<file path="src/rtl/hazard_pkg.sv">
// Shared decode constants, bypass encodings and producer classes for the hazard unit.
// Latency: n/a (definitions only).
// Backpressure: n/a.
package hazard_pkg;

    // RV32 major opcodes
    localparam logic [6:0] OPC_LOAD   = 7'b0000011;
    localparam logic [6:0] OPC_OP     = 7'b0110011;
    localparam logic [6:0] OPC_OP_IMM = 7'b0010011;
    localparam logic [6:0] OPC_STORE  = 7'b0100011;
    localparam logic [6:0] OPC_BRANCH = 7'b1100011;
    localparam logic [6:0] OPC_JAL    = 7'b1101111;
    localparam logic [6:0] OPC_JALR   = 7'b1100111;
    localparam logic [6:0] OPC_LUI    = 7'b0110111;
    localparam logic [6:0] OPC_AUIPC  = 7'b0010111;
    localparam logic [6:0] OPC_R4     = 7'b1000011;

    // The whole R4 group (MADD/MSUB/NMSUB/NMADD) shares opcode bits [6:4]
    localparam logic [2:0] OPC_R4_HI  = 3'b100;

    // funct7 marking the M extension inside OP
    localparam logic [6:0] F7_MULDIV  = 7'b0000001;

    // Per-port operand source select
    localparam logic [1:0] BYP_RF = 2'd0;
    localparam logic [1:0] BYP_X  = 2'd1;
    localparam logic [1:0] BYP_M  = 2'd2;
    localparam logic [1:0] BYP_W  = 2'd3;

    typedef enum logic [1:0] {
        CLS_NONE = 2'd0,
        CLS_ALU  = 2'd1,
        CLS_LOAD = 2'd2,
        CLS_MDU  = 2'd3
    } cls_t;

    function automatic logic is_r4(input logic [6:0] opc);
        return opc[6:4] == OPC_R4_HI;
    endfunction

endpackage

</file>
<file path="src/rtl/hz_inst_decode.sv">
// Extracts register operands, read enables, destination write enable and producer class.
// Latency: purely combinational.
// Backpressure: none; a pure function of the instruction word.
module hz_inst_decode
    import hazard_pkg::*;
(
    input  logic [31:0] inst,
    output logic [4:0]  rs1,
    output logic [4:0]  rs2,
    output logic [4:0]  rs3,
    output logic [4:0]  rd,
    output logic [2:0]  re,
    output logic        we,
    output logic [1:0]  cls
);

    logic [6:0] opc;
    logic       r4;
    logic       writes_op;
    logic       mdu;
    logic       unused_funct3;

    assign opc = inst[6:0];
    assign rd  = inst[11:7];
    assign rs1 = inst[19:15];
    assign rs2 = inst[24:20];
    assign rs3 = inst[31:27];

    // funct3 does not influence hazards: all loads and all M ops are treated alike
    assign unused_funct3 = ^inst[14:12];

    // Operand usage, write enable and class from the opcode
    always_comb begin
        r4        = is_r4(opc);
        re        = 3'b000;
        re[0]     = (opc == OPC_OP)    || (opc == OPC_OP_IMM) || (opc == OPC_LOAD) ||
                    (opc == OPC_STORE) || (opc == OPC_BRANCH) || (opc == OPC_JALR) || r4;
        re[1]     = (opc == OPC_OP)    || (opc == OPC_STORE)  || (opc == OPC_BRANCH) || r4;
        re[2]     = r4;
        writes_op = (opc == OPC_OP)  || (opc == OPC_OP_IMM) || (opc == OPC_LOAD) ||
                    (opc == OPC_LUI) || (opc == OPC_AUIPC)  || (opc == OPC_JAL)  ||
                    (opc == OPC_JALR) || r4;
        we        = writes_op && (rd != 5'd0);
        mdu       = ((opc == OPC_OP) && (inst[31:25] == F7_MULDIV)) || r4;
        if (opc == OPC_LOAD)
            cls = CLS_LOAD;
        else if (mdu)
            cls = CLS_MDU;
        else if (we)
            cls = CLS_ALU;
        else
            cls = CLS_NONE;
    end

endmodule

</file>
<file path="src/rtl/hazard_scoreboard_unit.sv">
// Decode-stage stall and operand bypass control with a load/MDU scoreboard (optional perf counters: HAZARD_PERF_EN).
// Latency: stall_d_o and byp_sel_o combinational; scoreboard updates visible next cycle.
// Backpressure: stall_d_o holds D; pipe_stall_i freezes countdown and issue but not MDU completion.
module hazard_scoreboard_unit
    import hazard_pkg::*;
#(
    parameter int LD_LAT = 1,
    parameter int NRP    = 2,
    parameter int NREG   = 32
) (
    input  logic             clk,
    input  logic             rst,
    input  logic             pipe_stall_i,
    input  logic [31:0]      inst_d_i,
    input  logic             valid_d_i,
    input  logic [31:0]      inst_x_i,
    input  logic [31:0]      inst_m_i,
    input  logic [31:0]      inst_w_i,
    input  logic             valid_x_i,
    input  logic             valid_m_i,
    input  logic             valid_w_i,
    input  logic             mdu_done_i,
    input  logic [4:0]       mdu_rd_i,
`ifdef HAZARD_PERF_EN
    output logic [31:0]      perf_stall_cnt_o,
    output logic [31:0]      perf_mdu_stall_o,
`endif
    output logic             stall_d_o,
    output logic [2*NRP-1:0] byp_sel_o
);

    localparam int CW = $clog2(LD_LAT + 1);

    // Per-stage decode, index 0 = D, 1 = X, 2 = M, 3 = W
    logic [31:0] inst_s [4];
    logic [4:0]  rs1_s  [4];
    logic [4:0]  rs2_s  [4];
    logic [4:0]  rs3_s  [4];
    logic [4:0]  rd_s   [4];
    logic [2:0]  re_s   [4];
    logic        we_s   [4];
    logic [1:0]  cls_s  [4];

    assign inst_s[0] = inst_d_i;
    assign inst_s[1] = inst_x_i;
    assign inst_s[2] = inst_m_i;
    assign inst_s[3] = inst_w_i;

    for (genvar s = 0; s < 4; s++) begin : g_dec
        hz_inst_decode u_dec (
            .inst (inst_s[s]),
            .rs1  (rs1_s[s]),
            .rs2  (rs2_s[s]),
            .rs3  (rs3_s[s]),
            .rd   (rd_s[s]),
            .re   (re_s[s]),
            .we   (we_s[s]),
            .cls  (cls_s[s])
        );
    end

    // Downstream stages only contribute their destination; their sources are irrelevant here
    logic unused_stage_src;
    assign unused_stage_src = ^{rs1_s[1], rs2_s[1], rs3_s[1], re_s[1],
                                rs1_s[2], rs2_s[2], rs3_s[2], re_s[2],
                                rs1_s[3], rs2_s[3], rs3_s[3], re_s[3]};

    logic [4:0] rs_d [3];
    assign rs_d[0] = rs1_s[0];
    assign rs_d[1] = rs2_s[0];
    assign rs_d[2] = rs3_s[0];

    // Scoreboard: load countdown and outstanding-MDU flag per register
    logic [CW-1:0]   cnt [NREG];
    logic [NREG-1:0] lng;

    logic raw_cnt;
    logic raw_lng;
    logic waw;
    logic strct;
    logic lng_hit;
    logic issue;

    // Hazard detection against the scoreboard for the instruction in D
    always_comb begin
        raw_cnt = 1'b0;
        raw_lng = 1'b0;
        for (int p = 0; p < NRP; p++) begin
            if (re_s[0][p] && (rs_d[p] != 5'd0)) begin
                if (cnt[rs_d[p]] != '0)
                    raw_cnt = 1'b1;
                if (lng[rs_d[p]])
                    raw_lng = 1'b1;
            end
        end
        waw       = we_s[0] && lng[rd_s[0]];
        strct     = (cls_s[0] == CLS_MDU) && (|lng);
        lng_hit   = raw_lng || waw || strct;
        stall_d_o = valid_d_i && (raw_cnt || lng_hit);
    end

    assign issue = valid_d_i && !stall_d_o && !pipe_stall_i;

    // Operand bypass selection, nearest ALU/load producer wins; MDU results come via the RF
    always_comb begin
        byp_sel_o = '0;
        for (int p = 0; p < NRP; p++) begin
            if (valid_d_i && re_s[0][p] && (rs_d[p] != 5'd0)) begin
                if (valid_x_i && we_s[1] && (cls_s[1] == CLS_ALU) && (rd_s[1] == rs_d[p]))
                    byp_sel_o[2*p +: 2] = BYP_X;
                else if (valid_m_i && we_s[2] &&
                         ((cls_s[2] == CLS_LOAD) || (cls_s[2] == CLS_ALU)) &&
                         (rd_s[2] == rs_d[p]))
                    byp_sel_o[2*p +: 2] = BYP_M;
                else if (valid_w_i && we_s[3] && (cls_s[3] != CLS_MDU) && (rd_s[3] == rs_d[p]))
                    byp_sel_o[2*p +: 2] = BYP_W;
            end
        end
    end

    // Load countdown: decrement on every advance, a new load issue overrides the decrement
    always_ff @(posedge clk) begin
        if (rst) begin
            for (int r = 0; r < NREG; r++)
                cnt[r] <= '0;
        end else begin
            if (!pipe_stall_i) begin
                for (int r = 0; r < NREG; r++)
                    if (cnt[r] != '0)
                        cnt[r] <= cnt[r] - CW'(1);
            end
            if (issue && (cls_s[0] == CLS_LOAD) && we_s[0])
                cnt[rd_s[0]] <= CW'(LD_LAT);
        end
    end

    // Outstanding MDU result flags; completion is honoured even while the pipe is frozen
    always_ff @(posedge clk) begin
        if (rst) begin
            lng <= '0;
        end else begin
            if (mdu_done_i)
                lng[mdu_rd_i] <= 1'b0;
            if (issue && (cls_s[0] == CLS_MDU) && we_s[0])
                lng[rd_s[0]] <= 1'b1;
        end
    end

`ifdef HAZARD_PERF_EN
    // Effective stall cycles (frozen cycles excluded), and the share due to MDU flags
    always_ff @(posedge clk) begin
        if (rst) begin
            perf_stall_cnt_o <= '0;
            perf_mdu_stall_o <= '0;
        end else if (stall_d_o && !pipe_stall_i) begin
            perf_stall_cnt_o <= perf_stall_cnt_o + 32'd1;
            if (lng_hit)
                perf_mdu_stall_o <= perf_mdu_stall_o + 32'd1;
        end
    end
`endif

endmodule

</file>
<file path="config.mk">
export PLATFORM = sky130hd
export DESIGN_NAME = hazard_scoreboard_unit
export DESIGN_NICKNAME = d
export VERILOG_FILES = /design/src/rtl/hazard_pkg.sv /design/src/rtl/hz_inst_decode.sv /design/src/rtl/hazard_scoreboard_unit.sv
export SDC_FILE = /design/constraint.sdc
export NUM_CORES = 1
export LEC_CHECK = 0
export CORE_UTILIZATION = 37
export DETAILED_ROUTE_END_ITERATION = 8
export GPL_TIMING_DRIVEN = 1
export PLACE_DENSITY = 0.75
export SLEW_MARGIN = 30
export SYNTH_ARGS = -nofsm -noshare
export SYNTH_HDL_FRONTEND = slang
export SYNTH_SLANG_ARGS = --single-unit
</file>
<file path="constraint.sdc">
create_clock -name clk -period 5.4 [get_ports clk]
set_input_delay 1.08 -clock clk [delete_from_list [all_inputs] [get_ports clk]]
set_output_delay 1.08 -clock clk [all_outputs]
set_load 0.05 [all_outputs]
</file>
==> results_dict.tcl, run 1 <==
set metrics [dict create \
    synth_xor_area_share_pct 5.27 \
    hold_viol 0 \
    synth.yosys.seq_area_share_pct 25.7 \
    drcViolationCount 0 \
    cts_root_buffer "clkbuf_16" \
    min_to "cnt[9]$_DFF_P_" \
    die_h_um 118 \
    crit_chain "clkdlybuf4s50_1, mux2_2, mux4_2, a2111oi_4, o31ai_4, o31a_1, buf_12" \
    ant_nets 0 \
    path_max_fanout 10 \
    crit_buf_inv 2 \
    vias_per_cell 6.03 \
    drive_above_1_share_pct 12.2 \
    dr_total_vias 5521 \
    firstDrtPassIters 5 \
    gr-usage-all-layers_pct 24.9 \
    htreeDepth 3 \
    cts_inserted_buffers 9 \
    required_ns 4.32 \
    io_buffers 103 \
    crit_path_start_kind "input port" \
    yosysTopAreaCell "dfxtp_1" \
    nFillCells 1292 \
    critPathTopFamily "compound AO/OA/AOI/OAI gates" \
    dpl_cell_area_um2 6200 \
    hold_start "cnt[9]$_DFF_P_" \
    synth_top_family_by_area "simple AND/OR/NAND/NOR gates" \
    cts.sinks 64 \
    status "finished clean" \
    grt_pass1_wl_mm 27.5 \
    p_leak_nw 2.13 \
    critPathSlowestCell "clkdlybuf4s50_1" \
    r2r_end "lng[17]$_SDFF_PP0_" \
    cts_buffer_depth 2 \
    async_reset_ff_share_pct 0 \
    cts_tree "yes" \
    p_int_uw 982 \
    switching_share_pct 25.3 \
    grt_overflow 0 \
    drt-total-wl_mm 16.7 \
    p_clk_share_pct 45.4 \
    tightest_slew_ns 0.871 \
    nets 876 \
    drt_iter0_drc 746 \
    tns_ns 0 \
    start_util_pct 37.8 \
    min_path_cells 2 \
    crit_type "input port to output port" \
    hold_buffers 0 \
    ios 146 \
    synth_edf_count 0 \
    maxSlewViolCount 0 \
    place_congestion 0.926 \
    finalInstanceArea_um2 6510 \
    hpwl_mm 12.4 \
    synth_mux_area_share_pct 8.74 \
    die_width_um 118 \
    worst_path_largest_cell_delay_ns 0.71 \
    clk_transition_reported_paths_ns 0.05 \
    avgSynthCellArea_um2 7.67 \
    reg2regPathDepth 7 \
    final_cell_mix "clkdlybuf4s50_1 (100), nand2_1 (73), dfxtp_1 (64), nor2_1 (52), nand3_1 (45)" \
    grt_max_degree 48 \
    holdCritPathClass "flip-flop to flip-flop" \
    diodes 0 \
    synthCells 650 \
    ctsResizeCount 0 \
    rows 42 \
    synth.cell_area_um2 4980 \
    cts_setup_buffers 0 \
    fp.coreArea_um2 13200 \
    r2r_slack_ns 2.65 \
    critPathArrivalTime_ns 3.91 \
    yosys_warnings 0 \
    synth_top_area_share_pct 25.7 \
    multi_input_area_um2 3490 \
    peakVddDrop_mv 0.114 \
    synth-compound-area-share_pct 19.3 \
    die_area_um2 13900 \
    fin_util_pct 49.4 \
    finalSetupViolCount 0 \
    grt_pass1_vias 5271 \
    worst_setup_path_end_kind "output port" \
    relSlewSlack_pct 41.9 \
    fin_crit_ns 4.99 \
    cap_violations 0 \
    syn-num-nets 791 \
    skew_ns 0.00667 \
    synthAdderAreaFrac_pct 0 \
    p_comb_share_pct 18.6 \
    rsz0062_at_grt "false" \
    synth.area.top_cells "dfxtp_1 (26%), mux4_2 (6.8%), nand2_1 (5.5%), nand3_1 (4.5%), nor2_1 (3.9%)" \
    synth-seq-cells 64 \
    seqPwrFrac_pct 36.0 \
    fmax_ghz 0.200 \
    syn2layout_area_growth_pct 30.7 \
    grt_antenna_before_repair 0 \
    r2r_start "lng[29]$_SDFF_PP0_" \
    regArea_um2 1280 \
    synthFlopType "dfxtp_1" \
    final_common_cell "clkdlybuf4s50_1" \
    power.switching_uw 332 \
    fin_crit_sh_pct 92.4 \
    synthSimpleGateAreaFrac_pct 36.1 \
    clkLatencyLatePin_ns 0.34 \
    powerDensity_nw_per_um2 202 \
    avgRoutedWirePerCell_um 18.2 \
    yosys.cell_types.count 70 \
]
[Yosys cell counts, drive strengths merged, types with 3 or more instances]
cell / number
dfxtp: 64
nor3: 35
nand3b: 25
mux2i: 3
or2: 7
inv: 7
a211oi: 5
xnor2: 16
o221ai: 4
nor4: 19
o22ai: 3
clkbuf: 32
a21oi: 15
o21ai: 69
xor2: 14
mux2: 6
or4: 4
nand2: 74
o31ai: 20
nand3: 45
buf: 17
nand4: 18
nor3b: 11
nand2b: 8
o2111ai: 3
nor4b: 5
nor2b: 19
nor2: 52
mux4: 15
[worst max-delay path by stage]
stage,from,cells after the start,slack [ns],endpoint
after floorplan,inst_d_i[15],9,1.04,byp_sel_o[1]
after global placement,inst_d_i[15],7,0.42,stall_d_o
after detailed placement,inst_d_i[15],7,0.42,stall_d_o
after CTS,inst_d_i[15],7,0.42,stall_d_o
after global routing,inst_d_i[15],7,0.34,stall_d_o
final,inst_d_i[15],7,0.41,stall_d_o
[cell families after synthesis]
group,Yosys count
simple gates,336
compound gates,140
flops,64
buf+inv,56
xor+xnor,30
mux,24
[stage by stage]
step                      std cells  setup slack (ns)  hold WS [ns]  total power, mW
after floorplan                 650              1.04         0.420            0.601
after global placement          900             0.421         0.432            0.722
after detailed placement        900             0.423         0.436            0.724
after CTS                       915             0.416         0.444             1.32
after global routing            915             0.340         0.466             1.36
final                           915             0.410         0.443             1.31
[per-layer routing]
layer | track usage, % | routed length (µm) | up-vias
li1 | - | - | 2592
met1 | 32.9 | 7250 | 2565
met2 | 38.4 | 7260 | 320
met3 | 5.67 | 1650 | 44
met4 | 11.7 | 507 | 0
met5 | 0 | 0 | -
[tightest hold or removal path: stages (launching register included)]
cell     delay, ns
dfxtp_1       0.31
nand2_1       0.05
o21ai_1       0.05
[cell type report]
cell class,instances,share of cell area (%)
tap,176,3.38
timing repair buffer,123,18.2
sequential,64,19.7
clock buffer,12,4.09
inverter,7,0.404
multi-input combinational,530,53.7
clock inverter,3,0.615
[state kept, by name (all words and copies together), names as in the netlist]
signal,flops
cnt,32
lng,32
[power groups by stage]
stage               combinational, mW  sequential, mW  clock, mW
finish                          0.245           0.473      0.597
global route                    0.263           0.472      0.622
CTS                             0.243           0.473      0.601
detailed placement              0.241           0.483          0
global placement                0.240           0.483          0
floorplan                       0.119           0.483          0
(Power assumes the default switching activity.)
==> inputs of run 2 (changes only) <==
Settings changed: CORE_UTILIZATION 37 to 25, CTS_CLUSTER_SIZE from default to 20, PLACE_DENSITY 0.75 to 0.58.
==> results_dict.tcl, run 2 (same netlist as run 1, synthesis figures left out) <==
set metrics [dict create \
    status "finished clean" \
    fp.coreArea_um2 19500 \
    tns_ns 0 \
    switching_share_pct 25.2 \
    cts_buffer_depth 2 \
    die_area_um2 20500 \
    critPathTopFamily "compound AO/OA/AOI/OAI gates" \
    crit_path_start_kind "input port" \
    cts_inserted_buffers 9 \
    cts_root_buffer "clkbuf_16" \
    hold_viol 0 \
    finalSetupViolCount 0 \
    fin_util_pct 34.1 \
    required_ns 4.32 \
    nFillCells 2105 \
    p_clk_share_pct 46.1 \
    maxSlewViolCount 0 \
    dr_total_vias 5364 \
    p_int_uw 1000 \
    htreeDepth 3 \
    powerDensity_nw_per_um2 201 \
    io_buffers 103 \
    start_util_pct 25.5 \
    crit_type "input port to output port" \
    drcViolationCount 0 \
    crit_buf_inv 2 \
    die_width_um 143 \
    reg.largest.list "cnt: 32 flops, lng: 32 flops" \
    rsz0062_at_grt "false" \
    syn2layout_area_growth_pct 33.6 \
    fin_crit_sh_pct 93.9 \
    worst_setup_path_end_kind "output port" \
    power.total_mw 1.34 \
    drt-total-wl_mm 18.2 \
    fin_crit_ns 5.07 \
    final_common_cell "clkdlybuf4s50_1" \
    path_max_fanout 12 \
    diodes 0 \
    gr-usage-all-layers_pct 17.9 \
    grt_pass1_vias 5005 \
    rows 51 \
    drt_iter0_drc 481 \
    tightest_slew_ns 0.893 \
    firstDrtPassIters 5 \
    critPathSlowestCell "clkdlybuf4s50_1" \
    power.switching_uw 337 \
    nets 879 \
    relSlewSlack_pct 40.5 \
    hpwl_mm 13.8 \
    fmax_ghz 0.197 \
    skew_ns 0.00549 \
    clkLatencyLatePin_ns 0.33 \
    grt_antenna_before_repair 0 \
    grt_max_degree 48 \
    ant_nets 0 \
    peakVddDrop_mv 0.112 \
    cap_violations 0 \
    clk_transition_reported_paths_ns 0.05 \
    grt_pass1_wl_mm 28.1 \
    p_leak_nw 2.15 \
    cts_tree "yes" \
    p_comb_share_pct 18.5 \
    holdCritPathClass "flip-flop to flip-flop" \
    avgRoutedWirePerCell_um 18.0 \
    ctsResizeCount 0 \
    crit_chain "clkdlybuf4s50_1, mux2_2, mux4_2, a2111oi_4, o31ai_4, o31a_1, buf_12" \
    cts_setup_buffers 0 \
    seqPwrFrac_pct 35.4 \
    place_congestion 0.900 \
    vias_per_cell 5.32 \
    worst_path_largest_cell_delay_ns 0.78 \
    final_cell_mix "clkdlybuf4s50_1 (99), nand2_1 (73), dfxtp_1 (64), nor2_1 (52), nand3_1 (45)" \
    hold_buffers 0 \
    cts.sinks 64 \
    drive_above_1_share_pct 12.7 \
    grt_overflow 0 \
    die_h_um 143 \
    ios 146 \
    critPathArrivalTime_ns 3.99 \
]
run 2: final timing paths:
path / cells past startpoint / start / endpoint / slack [ns]
setup / recovery: 7 / inst_d_i[15] / stall_d_o / 0.33
hold / removal: 2 / cnt[11]$_DFF_P_ / cnt[11]$_DFF_P_ / 0.44
setup reg to reg: 7 / lng[29]$_SDFF_PP0_ / lng[9]$_SDFF_PP0_ / 2.69
hold reg to reg: 2 / cnt[11]$_DFF_P_ / cnt[11]$_DFF_P_ / 0.44
run 2: cell type report:
class	count	area [µm²]	area share, %
Tap cell	265	332	4.98
Clock inverter	2	35.0	0.526
Sequential cell	64	1280	19.3
Clock buffer	14	284	4.27
Inverter	7	26.3	0.395
Timing Repair Buffer	126	1200	18.1
Multi-Input combinational cell	530	3490	52.5
run 2: through the flow:
step,setup slack [ns],hold WS (ns),cell area [µm²],instances
after global routing,0.250,0.461,6660,1008
after CTS,0.298,0.446,6660,1008
final,0.329,0.443,6660,1008
after global placement,0.324,0.432,6340,992
after floorplan,1.04,0.420,4980,650
after detailed placement,0.309,0.438,6340,992
run 2: power by group through the flow:
stage / Clock (mW) / Sequential (mW) / Combinational (mW)
after floorplan: 0 / 0.483 / 0.119
after global placement: 0 / 0.483 / 0.246
after detailed placement: 0 / 0.483 / 0.247
after CTS: 0.621 / 0.473 / 0.248
after global routing: 0.652 / 0.472 / 0.267
final: 0.616 / 0.473 / 0.248
run 2: routing by layer:
metal,part of all wire (%),routed length (µm),global-route usage [%]
met1,45,8220,24.7
met2,43,7780,28.4
met3,11,1930,3.86
met4,1.3,234,3.79
met5,0,0,0
run 2: worst reg2reg max path: stages, from the launching register on:
cell and delay [ns]:
dfxtp_1 0.34, or2_0 0.28, mux2_2 0.30, mux4_2 0.51, a2111oi_4 0.55, nor3_4 0.08
buf_4 0.28, o31ai_2 0.30
